==> src/rtl/pe_ctrl_pkg.sv <==
// Shared types and default sizing for the PE array controller.
// Latency: n/a (declarations only).
// Backpressure: n/a.
package pe_ctrl_pkg;

  localparam int DEF_K_CNT_WIDTH = 16;
  localparam int DEF_T_CNT_WIDTH = 16;
  // Must track the register depth of the mac unit inside each PE.
  localparam int DEF_MAC_LATENCY = 1;

  typedef enum logic [2:0] {
    IDLE   = 3'd0,
    ACCUM  = 3'd1,
    DRAIN  = 3'd2,
    OUTPUT = 3'd3,
    FINISH = 3'd4
  } pe_state_t;

endpackage

==> src/rtl/pe_array_controller.sv <==
// Sequences the 16x16 output-stationary MAC array through one layer job: k beats per tile, drain, writeback.
// Latency: start -> first beat 1 cycle; last beat -> out_valid MAC_LATENCY+1 cycles; handshake -> done 1 cycle.
// Backpressure: op_valid low stalls accumulation; out_ready low holds the tile and blocks all operand beats.
//
// Ports:
//   clk, rst_in                    clock and synchronous active-high reset
//   start, cfg_k_steps, cfg_n_tiles job launch; cfg latched when start is taken in IDLE
//   busy, done                     job in flight / one-cycle completion pulse
//   op_valid, op_ready             operand fetch handshake (one beat = activations+weights)
//   pe_input_valid                 beat strobe to the array (op_valid && op_ready)
//   pe_accumulate_internal         0 = load first product of tile, 1 = accumulate
//   out_valid, out_ready           finished tile handshake with writeback
//   out_tile_idx                   0-based index of the tile on out_valid
module pe_array_controller
  import pe_ctrl_pkg::*;
#(
  parameter int K_CNT_WIDTH = DEF_K_CNT_WIDTH,
  parameter int T_CNT_WIDTH = DEF_T_CNT_WIDTH,
  parameter int MAC_LATENCY = DEF_MAC_LATENCY
) (
  input  logic                   clk,
  input  logic                   rst_in,
  input  logic                   start,
  input  logic [K_CNT_WIDTH-1:0] cfg_k_steps,
  input  logic [T_CNT_WIDTH-1:0] cfg_n_tiles,
  output logic                   busy,
  output logic                   done,
  input  logic                   op_valid,
  output logic                   op_ready,
  output logic                   pe_input_valid,
  output logic                   pe_accumulate_internal,
  output logic                   out_valid,
  input  logic                   out_ready,
  output logic [T_CNT_WIDTH-1:0] out_tile_idx
);

  localparam int DW = (MAC_LATENCY > 1) ? $clog2(MAC_LATENCY) : 1;
  localparam logic [DW-1:0]          DRAIN_LAST = DW'(MAC_LATENCY - 1);
  localparam logic [K_CNT_WIDTH-1:0] K_ONE      = K_CNT_WIDTH'(1);
  localparam logic [T_CNT_WIDTH-1:0] T_ONE      = T_CNT_WIDTH'(1);
  localparam logic [DW-1:0]          D_ONE      = DW'(1);

  pe_state_t              state, state_n;
  logic [K_CNT_WIDTH-1:0] k_cnt, k_cnt_n;
  logic [T_CNT_WIDTH-1:0] tile_cnt, tile_cnt_n;
  logic [DW-1:0]          drain_cnt, drain_cnt_n;
  logic [K_CNT_WIDTH-1:0] k_steps, k_steps_n;
  logic [T_CNT_WIDTH-1:0] n_tiles, n_tiles_n;

  always_ff @(posedge clk) begin
    if (rst_in) begin
      state     <= IDLE;
      k_cnt     <= '0;
      tile_cnt  <= '0;
      drain_cnt <= '0;
      k_steps   <= '0;
      n_tiles   <= '0;
    end else begin
      state     <= state_n;
      k_cnt     <= k_cnt_n;
      tile_cnt  <= tile_cnt_n;
      drain_cnt <= drain_cnt_n;
      k_steps   <= k_steps_n;
      n_tiles   <= n_tiles_n;
    end
  end

  always_comb begin
    state_n     = state;
    k_cnt_n     = k_cnt;
    tile_cnt_n  = tile_cnt;
    drain_cnt_n = drain_cnt;
    k_steps_n   = k_steps;
    n_tiles_n   = n_tiles;
    unique case (state)
      IDLE: begin
        if (start) begin
          k_steps_n  = cfg_k_steps;
          n_tiles_n  = cfg_n_tiles;
          k_cnt_n    = '0;
          tile_cnt_n = '0;
          // An empty job still reports completion, without touching the array.
          state_n    = (cfg_k_steps == '0 || cfg_n_tiles == '0) ? FINISH : ACCUM;
        end
      end
      ACCUM: begin
        if (op_valid) begin
          // Compare against k_steps-1 before incrementing so a full-range count never wraps.
          if (k_cnt == k_steps - K_ONE) begin
            k_cnt_n     = '0;
            drain_cnt_n = '0;
            state_n     = DRAIN;
          end else begin
            k_cnt_n = k_cnt + K_ONE;
          end
        end
      end
      DRAIN: begin
        if (drain_cnt == DRAIN_LAST) begin
          state_n = OUTPUT;
        end else begin
          drain_cnt_n = drain_cnt + D_ONE;
        end
      end
      OUTPUT: begin
        if (out_ready) begin
          if (tile_cnt == n_tiles - T_ONE) begin
            state_n = FINISH;
          end else begin
            tile_cnt_n = tile_cnt + T_ONE;
            state_n    = ACCUM;
          end
        end
      end
      FINISH: begin
        state_n = IDLE;
      end
      default: begin
        state_n = IDLE;
      end
    endcase
  end

  assign busy         = (state != IDLE);
  assign done         = (state == FINISH);
  assign op_ready     = (state == ACCUM);
  assign out_valid    = (state == OUTPUT);
  assign out_tile_idx = tile_cnt;

  // Reset is synchronous, so the state is still ACCUM in the reset cycle; mask the
  // strobe so the array never sees a beat that the controller is about to forget.
  assign pe_input_valid         = op_valid && op_ready && !rst_in;
  assign pe_accumulate_internal = pe_input_valid && (k_cnt != '0);

endmodule

==> config.mk <==
export PLATFORM = sky130hd
export DESIGN_NAME = pe_array_controller
export DESIGN_NICKNAME = d
export VERILOG_FILES = /design/src/rtl/pe_ctrl_pkg.sv /design/src/rtl/pe_array_controller.sv
export SDC_FILE = /design/constraint.sdc
export NUM_CORES = 1
export LEC_CHECK = 0
export CAP_MARGIN = 25
export CORE_ASPECT_RATIO = 1.4
export CORE_MARGIN = 2
export CORE_UTILIZATION = 59
export CTS_BUF_LIST = sky130_fd_sc_hd__clkbuf_8 sky130_fd_sc_hd__clkbuf_16
export DETAILED_ROUTE_END_ITERATION = 7
export GPL_TIMING_DRIVEN = 0
export PLACE_DENSITY = 0.84
export SYNTH_ARGS = -nofsm -noshare
export SYNTH_HDL_FRONTEND = slang
export SYNTH_SLANG_ARGS = --single-unit
==> constraint.sdc <==
create_clock -name clk -period 4.7 [get_ports clk]
set_clock_uncertainty 0.05 [all_clocks]
set_input_delay 0.47 -clock clk [delete_from_list [all_inputs] [get_ports clk]]
set_output_delay 0.47 -clock clk [all_outputs]
set_load 0.05 [all_outputs]
==> impl_metrics.json <==
{
  "insertedDiodeCount": 0,
  "wl_um": 10600,
  "clockBufferDepth": 2,
  "rsz0062_at_grt": "false",
  "synth_edf_count": 0,
  "critPathKind": "reg2out",
  "clock.fmax_ghz": 0.296,
  "ys_types": 63,
  "seqPwrFrac_pct": 47.7,
  "cts.sinks": 67,
  "setup_viol": 0,
  "cts_tree": "yes",
  "ff_latch_area_um2": 1340,
  "die_w_um": 74.4,
  "post_dp_cell_area_um2": 4780,
  "vias_per_cell": 5.94,
  "period_minus_slack_ns": 3.38,
  "final_common_cell": "nand2_1",
  "tns_ns": 0,
  "worstPathRequired_ns": 4.18,
  "grt_pass1_wl_um": 17200,
  "num_vias": 4054,
  "drt-initial-drc-count": 157,
  "dr.pass1.iters": 5,
  "drc_errors": 0,
  "drtAntennaViolNets": 0,
  "fin_crit_sh_pct": 71.8,
  "ys_ff_latch": 67,
  "postSynthAreaPerCell_um2": 7.88,
  "slew_viol_final": 0,
  "clockPowerShare_pct": 31.2,
  "layout_common_cells": "88 x nand2_1, 67 x dfxtp_1, 57 x clkdlybuf4s50_1, 41 x nor2_1, 41 x a21oi_1",
  "wl_per_cell_um": 15.5,
  "multi_input_area_um2": 2570,
  "cts_buffers": 9,
  "post_cts_buffers": 0,
  "crit_fanout": 10,
  "slew_headroom_pct": 46.2,
  "synth_ff_type": "dfxtp_1",
  "cp.arrival_ns": 2.86,
  "globalplace.congestion": 0.916,
  "place_hpwl_um": 8220,
  "outcome": "finished, final reports clean",
  "crit_path_start_kind": "register",
  "drive_gt1_share_pct": 6.60,
  "p_per_area_nw_per_um2": 262,
  "synth_nets": 561,
  "intPower_uw": 904,
  "die_h_um": 103,
  "io_buffers": 57,
  "ys_seq_area_share_pct": 32.8,
  "p_leak_nw": 1.74,
  "synth_area_um2": 4090,
  "p_sw_share_pct": 30.1,
  "final_area_um2": 4940,
  "cts_hold_buf": 0,
  "hp-class": "reg2reg",
  "async_reset_ff_share_pct": 0,
  "h-tree-depth": 3,
  "grt_util_all_layers_pct": 29.0,
  "clk_pin_slew_ns": 0.06,
  "n_fill_cell": 570,
  "cts_resized": 0,
  "io-pin-count": 59,
  "clk-insertion-delay-late_ns": 0.35,
  "nets": 629,
  "power_frac_comb_pct": 21.1,
  "whs_ns": 0.428,
  "die-area_um2": 7630,
  "start_util_pct": 61.5,
  "area_growth_pct": 20.7,
  "first_global_vias": 3858,
  "cts_root_buf": "clkbuf_8",
  "power_switching_uw": 390,
  "finalHoldViolations": 0,
  "netlist_instances": 519,
  "cp-end-kind": "output pin",
  "grt_remaining_overflow": 0,
  "grt_max_degree": 11,
  "ir_worst_vdd_mv": 0.227,
  "tightest_slew_ns": 0.799,
  "fp-row-count": 35,
  "synth_warnings": 0,
  "antenna_found_initial": 0,
  "core_um2": 6660,
  "max-cap-violations": 0
}
[final timing paths]
check	from	slack [ns]	depth (start not counted)	end
max	state[1]	1.32	5	pe_accumulate_internal
min	n_tiles[15]	0.43	2	n_tiles[15]
max reg2reg	n_tiles[0]	1.80	11	out_tile_idx[5]
min reg2reg	n_tiles[15]	0.43	2	n_tiles[15]
[synth_stat cells (4+ instances only)]
cell type / number / share of area [%]
nor3b_1: 5 / 0.92
a21oi_1: 41 / 5.0
ha_1: 5 / 1.5
nand4_1: 15 / 2.3
buf_2: 4 / 0.49
xnor2_1: 38 / 8.1
inv_1: 14 / 1.3
a211oi_1: 12 / 2.2
a31oi_1: 5 / 0.76
and3_1: 8 / 1.2
nand2_1: 88 / 8.1
xor2_1: 25 / 5.4
and4_1: 6 / 1.3
nor2_1: 41 / 3.8
nand3_1: 17 / 2.1
or3_1: 4 / 0.61
clkbuf_1: 22 / 2.0
nor2_2: 6 / 0.92
nor3_1: 9 / 1.1
nor4_1: 17 / 2.6
o31ai_1: 5 / 0.92
o21ai_0: 4 / 0.49
or4_1: 4 / 0.73
dfxtp_1: 67 / 33
[power by group through the flow]
stage	sequential [mW]	clock, mW	combinational, mW
2_1_floorplan	0.623	0	0.190
3_3_place_gp	0.628	0	0.262
5_1_grt	0.619	0.434	0.301
6_report	0.616	0.404	0.273
4_1_cts	0.616	0.413	0.272
3_5_place_dp	0.629	0	0.269
[stage by stage]
stage	std cells	worst slack [ns]	total power [mW]	util, %
CTS	683	1.28	1.30	74.2
detailed placement	668	1.66	0.898	71.8
finish	683	1.32	1.29	74.2
floorplan	519	0.804	0.813	-
global route	683	1.02	1.35	74.2
global placement	668	1.66	0.890	71.8
[kinds of logic (layout without fill, tap and decap cells)]
family	count (synthesis)	after routing	synth area share (%)
xor+xnor	63	63	13.5
compound gates	95	95	16.1
flops	67	67	32.8
simple gates	246	246	31.3
buf+inv	41	113	4.28
fa+ha+maj	5	5	1.53
mux	2	2	0.489
[metal layers]
layer  vias up  wire [um]  track usage (%)
li1       1986          -                -
met1      1923       3960             28.0
met2       114       5840             56.9
met3        31        389             5.57
met4         0        361             13.5
met5         -          0                0
[state kept, by name (all words and copies together), names as in the netlist]
name          cells
k_cnt            16
k_steps          16
n_tiles          16
out_tile_idx     16
state             3
[final cells by class]
type	instances	area share, %
Clock inverter	5	0.456
Multi-Input combinational cell	411	52.2
Buffer	27	2.48
Timing Repair Buffer	57	11.6
Sequential cell	67	27.2
Tap cell	92	2.33
Inverter	14	1.06
Clock buffer	10	2.79
[critical path: stages, from the launching register on]
cell	delay, ns
dfxtp_1	0.29
clkbuf_1	0.19
nor3b_1	0.53
nand2_1	0.27
a311oi_1	0.37
clkdlybuf4s50_1	0.87
Power figures use the tool's default switching activity.
